<file path="src/rtl/axi_rd_switch_rr.sv">
// N-master AXI read-channel switch with internal round-robin arbitration.
// One burst is in flight at a time; the grant is held from AR acceptance
// until the slave's RLAST beat, and the beat count is checked against ARLEN.
module axi_rd_switch_rr #(
    parameter int unsigned NUM_MASTERS = 3,
    parameter int unsigned DATA_WIDTH  = 32,
    parameter int unsigned ADDR_WIDTH  = 32,
    parameter int unsigned ID_WIDTH    = 4,
    parameter int unsigned RESP_WIDTH  = 2
) (
    input  logic                               sys_clk,
    input  logic                               sys_rst,
    // Master AR channels
    input  logic [NUM_MASTERS*ID_WIDTH-1:0]    m_arid,
    input  logic [NUM_MASTERS*ADDR_WIDTH-1:0]  m_araddr,
    input  logic [NUM_MASTERS*8-1:0]           m_arlen,
    input  logic [NUM_MASTERS*3-1:0]           m_arsize,
    input  logic [NUM_MASTERS*2-1:0]           m_arburst,
    input  logic [NUM_MASTERS-1:0]             m_arvalid,
    output logic [NUM_MASTERS-1:0]             m_arready,
    // Master R channels
    input  logic [NUM_MASTERS-1:0]             m_rready,
    output logic [NUM_MASTERS*ID_WIDTH-1:0]    m_rid,
    output logic [NUM_MASTERS*DATA_WIDTH-1:0]  m_rdata,
    output logic [NUM_MASTERS*RESP_WIDTH-1:0]  m_rresp,
    output logic [NUM_MASTERS-1:0]             m_rlast,
    output logic [NUM_MASTERS-1:0]             m_rvalid,
    // Slave AR channel
    output logic [ID_WIDTH-1:0]                s_arid,
    output logic [ADDR_WIDTH-1:0]              s_araddr,
    output logic [7:0]                         s_arlen,
    output logic [2:0]                         s_arsize,
    output logic [1:0]                         s_arburst,
    output logic                               s_arvalid,
    input  logic                               s_arready,
    // Slave R channel
    output logic                               s_rready,
    input  logic [ID_WIDTH-1:0]                s_rid,
    input  logic [DATA_WIDTH-1:0]              s_rdata,
    input  logic [RESP_WIDTH-1:0]              s_rresp,
    input  logic                               s_rlast,
    input  logic                               s_rvalid,
    // Status
    output logic [NUM_MASTERS-1:0]             rd_grant,
    output logic                               rd_busy,
    output logic                               rd_len_err
);

    localparam int unsigned IDX_W  = (NUM_MASTERS > 1) ? $clog2(NUM_MASTERS) : 1;
    // One extra bit so pointer + offset can exceed NUM_MASTERS-1 before wrapping
    localparam int unsigned IDX_W1 = IDX_W + 1;

    typedef enum logic [1:0] {
        StIdle,
        StAddr,
        StData
    } state_e;

    state_e                  r_state;
    state_e                  w_state_nxt;
    logic [NUM_MASTERS-1:0]  r_grant;
    logic [NUM_MASTERS-1:0]  w_grant_nxt;
    logic [IDX_W-1:0]        r_idx;
    logic [IDX_W-1:0]        w_idx_nxt;
    logic [IDX_W-1:0]        r_ptr;
    logic [IDX_W-1:0]        w_ptr_nxt;
    logic [7:0]              r_cnt;
    logic [7:0]              w_cnt_nxt;
    logic                    r_len_err;
    logic                    w_len_err_nxt;

    logic                    w_any;
    logic [IDX_W-1:0]        w_sel;
    logic [IDX_W1-1:0]       w_j;
    logic                    w_in_addr;
    logic                    w_in_data;
    logic                    w_ar_hs;
    logic                    w_r_hs;
    logic [7:0]              w_ar_len;

    assign w_in_addr = (r_state == StAddr);
    assign w_in_data = (r_state == StData);
    assign w_ar_hs   = s_arvalid & s_arready;
    assign w_r_hs    = s_rvalid & s_rready;
    assign w_ar_len  = m_arlen[r_idx*8 +: 8];

    assign rd_grant   = r_grant;
    assign rd_busy    = (r_state != StIdle);
    assign rd_len_err = r_len_err;

    // Round-robin search: first requester at or above the pointer, wrapping
    always_comb begin
        w_any = 1'b0;
        w_sel = '0;
        w_j   = '0;
        for (int unsigned i = 0; i < NUM_MASTERS; i++) begin
            w_j = {1'b0, r_ptr} + IDX_W1'(i);
            if (w_j >= IDX_W1'(NUM_MASTERS)) begin
                w_j = w_j - IDX_W1'(NUM_MASTERS);
            end
            if (!w_any && m_arvalid[w_j[IDX_W-1:0]]) begin
                w_any = 1'b1;
                w_sel = w_j[IDX_W-1:0];
            end
        end
    end

    // Next-state logic: arbitration, AR acceptance, beat counting and release
    always_comb begin
        w_state_nxt   = r_state;
        w_grant_nxt   = r_grant;
        w_idx_nxt     = r_idx;
        w_ptr_nxt     = r_ptr;
        w_cnt_nxt     = r_cnt;
        w_len_err_nxt = 1'b0;
        case (r_state)
            StIdle: begin
                if (w_any) begin
                    w_grant_nxt        = '0;
                    w_grant_nxt[w_sel] = 1'b1;
                    w_idx_nxt          = w_sel;
                    w_state_nxt        = StAddr;
                end
            end
            StAddr: begin
                // No timeout: a master dropping ARVALID leaves the switch here
                if (w_ar_hs) begin
                    w_cnt_nxt   = w_ar_len;
                    w_state_nxt = StData;
                end
            end
            StData: begin
                if (w_r_hs) begin
                    w_len_err_nxt = s_rlast ? (r_cnt != 8'd0) : (r_cnt == 8'd0);
                    // Counter saturates at zero; only RLAST ends the burst
                    if (r_cnt != 8'd0) begin
                        w_cnt_nxt = r_cnt - 8'd1;
                    end
                    if (s_rlast) begin
                        w_state_nxt = StIdle;
                        w_grant_nxt = '0;
                        w_ptr_nxt   = (r_idx == IDX_W'(NUM_MASTERS - 1)) ? '0 : r_idx + 1'b1;
                    end
                end
            end
            default: begin
                w_state_nxt = StIdle;
                w_grant_nxt = '0;
            end
        endcase
    end

    // State, grant, pointer and counter registers
    always_ff @(posedge sys_clk or posedge sys_rst) begin
        if (sys_rst) begin
            r_state   <= StIdle;
            r_grant   <= '0;
            r_idx     <= '0;
            r_ptr     <= '0;
            r_cnt     <= '0;
            r_len_err <= 1'b0;
        end else begin
            r_state   <= w_state_nxt;
            r_grant   <= w_grant_nxt;
            r_idx     <= w_idx_nxt;
            r_ptr     <= w_ptr_nxt;
            r_cnt     <= w_cnt_nxt;
            r_len_err <= w_len_err_nxt;
        end
    end

    // Slave-side routing from the granted master; all zero when idle
    always_comb begin
        s_arid    = '0;
        s_araddr  = '0;
        s_arlen   = '0;
        s_arsize  = '0;
        s_arburst = '0;
        if (|r_grant) begin
            s_arid    = m_arid[r_idx*ID_WIDTH +: ID_WIDTH];
            s_araddr  = m_araddr[r_idx*ADDR_WIDTH +: ADDR_WIDTH];
            s_arlen   = m_arlen[r_idx*8 +: 8];
            s_arsize  = m_arsize[r_idx*3 +: 3];
            s_arburst = m_arburst[r_idx*2 +: 2];
        end
        s_arvalid = w_in_addr & m_arvalid[r_idx];
        s_rready  = w_in_data & m_rready[r_idx];
    end

    // Master-side routing: only the granted slice is driven, the rest stay zero
    always_comb begin
        m_arready = '0;
        m_rid     = '0;
        m_rdata   = '0;
        m_rresp   = '0;
        m_rlast   = '0;
        m_rvalid  = '0;
        for (int unsigned k = 0; k < NUM_MASTERS; k++) begin
            if (r_grant[k]) begin
                m_arready[k] = w_in_addr & s_arready;
                if (w_in_data) begin
                    m_rid[k*ID_WIDTH +: ID_WIDTH]       = s_rid;
                    m_rdata[k*DATA_WIDTH +: DATA_WIDTH] = s_rdata;
                    m_rresp[k*RESP_WIDTH +: RESP_WIDTH] = s_rresp;
                    m_rlast[k]                          = s_rlast;
                    m_rvalid[k]                         = s_rvalid;
                end
            end
        end
    end

endmodule

</file>
<file path="config.mk">
export PLATFORM = sky130hd
export DESIGN_NAME = axi_rd_switch_rr
export DESIGN_NICKNAME = d
export VERILOG_FILES = /design/src/rtl/axi_rd_switch_rr.sv
export SDC_FILE = /design/constraint.sdc
export NUM_CORES = 1
export LEC_CHECK = 0
export ABC_AREA = 1
export CORE_AREA = 2 2 146 148
export CTS_CLUSTER_SIZE = 20
export DETAILED_ROUTE_END_ITERATION = 8
export DIE_AREA = 0 0 148 150
export PLACE_DENSITY_LB_ADDON = 0.12
export SYNTH_ARGS = -nofsm -noshare
export SYNTH_HDL_FRONTEND = slang
export SYNTH_SLANG_ARGS = --single-unit
export TNS_END_PERCENT = 20
</file>
<file path="constraint.sdc">
create_clock -name sys_clk -period 1.8 [get_ports sys_clk]
set_input_delay 0.54 -clock sys_clk [delete_from_list [all_inputs] [get_ports sys_clk]]
set_output_delay 0.54 -clock sys_clk [all_outputs]
set_load 0.05 [all_outputs]
</file>
==> impl_metrics.csv <==
group,metric,value,unit
status,status,"finished with violations",
status,failed_checks,"negative setup slack",
die,fp.dieArea,22200,um^2
timing,fmax,457.2,MHz
drt,vias,6000,
synthesis,ys_ff_latch,18,
worst_setup_path,crit_path_end_kind,"output port",
timing,setup_viol,179,
hold_path,worstHoldPathType,"flop to flop",
synthesis,syn-mean-instance-area,4.674,um^2
global_route,grt_pass1_vias,6180,
synthesis,synth_compound_area_frac,0.02873,
drt,drc,0,
global_route,gr-total-overflow,0,
timing,rsz0062_at_grt,"true",
synthesis,yosysWarnings,0,
global_route,grt_start_max_net_pins,42,
synthesis,synth-adder-area-share,0.02268,
cts,cts_tree,"yes",
cts,clockBufferDepth,2,
die,initial_core_util,0.1600,
global_route,antenna_found_initial,2,
synthesis,ys_top_cells_by_area,"nand2_1 36%, nor2_1 16%, dfrtp_1 14%",
drt,dr.pass1.iters,4,
timing,post-route-min-period,2.187,ns
die,die_h,150,um
worst_setup_path,required,1.26,ns
finish,finish.utilization,0.5291,
cts,clock_latency,0.25,ns
drt,ant_nets,0,
timing,finalWorstSetupSlack,-0.3871,ns
drt,wl_met2,11860,um
timing,worstMarginPinSlew,0.3435,ns
finish,drive_gt1_frac,0.5048,
synthesis,yosysSeqAreaShare,0.1361,
timing,min_period_over_period,1.215,
placement,io_buffers,374,
synthesis,yosysTopAreaCellShare,0.3550,
placement,hpwlAfterDp,18820,um
worst_setup_path,crit_type,"flop to output port",
cts,cts_made_buffers,3,
worst_setup_path,cp_max_fo,6,
synthesis,async_reset_ff_frac,1.000,
power_and_ir_drop,peakVddDrop,0.0005417,V
synthesis,yosys.area_share.simple,0.6590,
timing,relSlewSlack,0.7710,
flow_run,max_cap_viol_count,0,
synthesis,synth-xor-area-share,0.007940,
finish,num-fill-cells,1976,
drt,drt_iter0_markers,144,
synthesis,synth_top_family_by_area,"simple AND/OR/NAND/NOR gates",
power_and_ir_drop,p_leak,4.783,nW
worst_setup_path,arrival,1.65,ns
finish,final_nets,1340,
cts,path_clk_slew,0.05,ns
drt,routed.top_layer,"met4",
drt,vias_per_cell,4.243,
finish,area_delta_synth_final,230.8,%
die,dieWidth,148,um
synthesis,synthMuxAreaShare,0,
synthesis,synthesis.nets,910,
timing,skew,0.004245,ns
die,core_area,20690,um^2
synthesis,synth-edff-count,0,
synthesis,synth.distinct_cells,24,
drt,wl,23400,um
timing,hold_ws,0.4776,ns
timing,hold_viol,0,
cts,htree_num_levels,1,
synthesis,synth_largest_area_cell,"nand2_1",
cts,cts_root_buf,"clkbuf_16",
cts,cts_sinks,18,
synthesis,synth_most_common_cell,"nand2_1",
die,io_pins,375,
power_and_ir_drop,powerDensity,1437,nW/um^2
global_route,grt_pass1_wl,34330,um
synthesis,synth_cells,708,
drt,wl_per_cell,16.55,um
synthesis,ys.flop_type,"dfrtp_1",
cts,ctsHoldBuffers,0,
synthesis,synth.cell_area,3309,um^2
placement,place_congestion,0.8342,
worst_setup_path,cp-start-kind,"flop",
synthesis,synth_common_cells,"313 x nand2_1, 144 x nor2_1, 76 x inv_1, 73 x nand3_1, 18 x dfrtp_1",
die,core.rowCount,53,
timing,slew_violations,0,
drt,wl_met1,8742,um
drt,dr_wl_met3,2527,um
global_route,grt_util_all_layers,0.1978,
## sequential cells by signal (all words and copies together), names as in the netlist
signal,cells
rd_len_err,1
r_cnt,8
r_ptr,2
rd_grant,3
r_state,2
r_idx,2
## power by group
part | switching, mW | internal, mW
logic | 8.07 | 6.41
clock network | 0.167 | 0.339
registers | 0.167 | 0.586
total | 8.40 | 7.33
## layout make-up
class / instances / area, um^2 / share of cell area
antenna: 2 / 5.005 / 0.0004572
clock buffer: 4 / 88.84 / 0.008115
inverter: 81 / 361.6 / 0.03303
multi-input combinational: 571 / 3174 / 0.2900
sequential: 18 / 456.7 / 0.04172
tap: 275 / 344.1 / 0.03143
timing repair buffer: 463 / 6516 / 0.5953
## stage by stage
| step | area [um^2] | setup TNS (ns) | worst slack, ns | std cells | power [mW] |
|---|---|---|---|---|---|
| 6_report | 10950 | -42.98 | -0.3871 | 1414 | 15.73 |
| 5_1_grt | 10950 | -57.13 | -0.4814 | 1414 | 16.67 |
| 2_1_floorplan | 3593 | -49.15 | -0.3804 | 708 | 7.450 |
| 3_5_place_dp | 9953 | -38.52 | -0.4933 | 1395 | 13.85 |
| 3_3_place_gp | 9953 | -37.14 | -0.4760 | 1395 | 13.84 |
| 4_1_cts | 10630 | -45.44 | -0.4279 | 1405 | 15.26 |
## path summary, 6_finish.rpt
| check | from | to | slack, ns | depth (start not counted) |
|---|---|---|---|---|
| max | r_idx[1] | s_arvalid | -0.39 | 8 |
| min | r_cnt[6] | r_cnt[6] | 0.48 | 2 |
| max reg2reg | r_idx[0] | r_cnt[6] | -0.02 | 14 |
| min reg2reg | r_cnt[6] | r_cnt[6] | 0.48 | 2 |
| max in group asynchronous | sys_rst | rd_grant[0] | 0.97 | 3 |
| min in group asynchronous | sys_rst | r_cnt[2] | 0.60 | 3 |
## kinds of logic (layout without fill, tap and decap cells)
kind of cell | Yosys count | after routing
adder cells (fa/ha/maj) | 6 | 6
XOR/XNOR | 3 | 3
buffers and inverters | 119 | 548
AND/OR/NAND/NOR | 544 | 544
other | 0 | 2
flip-flops | 18 | 18
AO/OA/AOI/OAI | 18 | 18
## worst max-delay path, stage by stage, from the launching register on
cell       delay (ns)
dfrtp_2          0.45
nor2_4           0.20
buf_12           0.14
clkbuf_16        0.15
nand2_1          0.06
nand3_2          0.10
nand2_1          0.07
inv_2            0.08
buf_12           0.14
## repair_timing
item / CTS / global route
resized for setup: 212 / 75
pin swaps: 8 / 16
endpoints found under the setup margin: 187 / 190
cloned: 1 / 3
setup buffers: 5 / 4
## placed cells by master (no fill, tap or decap), types with 15 or more instances in the layout
cell             netlist  final
clkdlybuf4s50_1        0    192
inv_1                 76     19
nand2_2                4     59
nand3_2                1     30
inv_2                  1     46
nand3_1               73     42
buf_6                  0     15
nor2_2                 3    112
buf_12                 0    193
buf_4                  4     54
nand2_1              313    246
nor2_1               144     19
nor2_4                 0     16
## metal layers
layer / vias to the layer above / global-route usage
li1: 2985 / -
met4: 0 / 0.03524
met5: - / 0
met3: 13 / 0.07927
met2: 259 / 0.3685
met1: 2743 / 0.2125
Power figures use the tool's default switching activity.
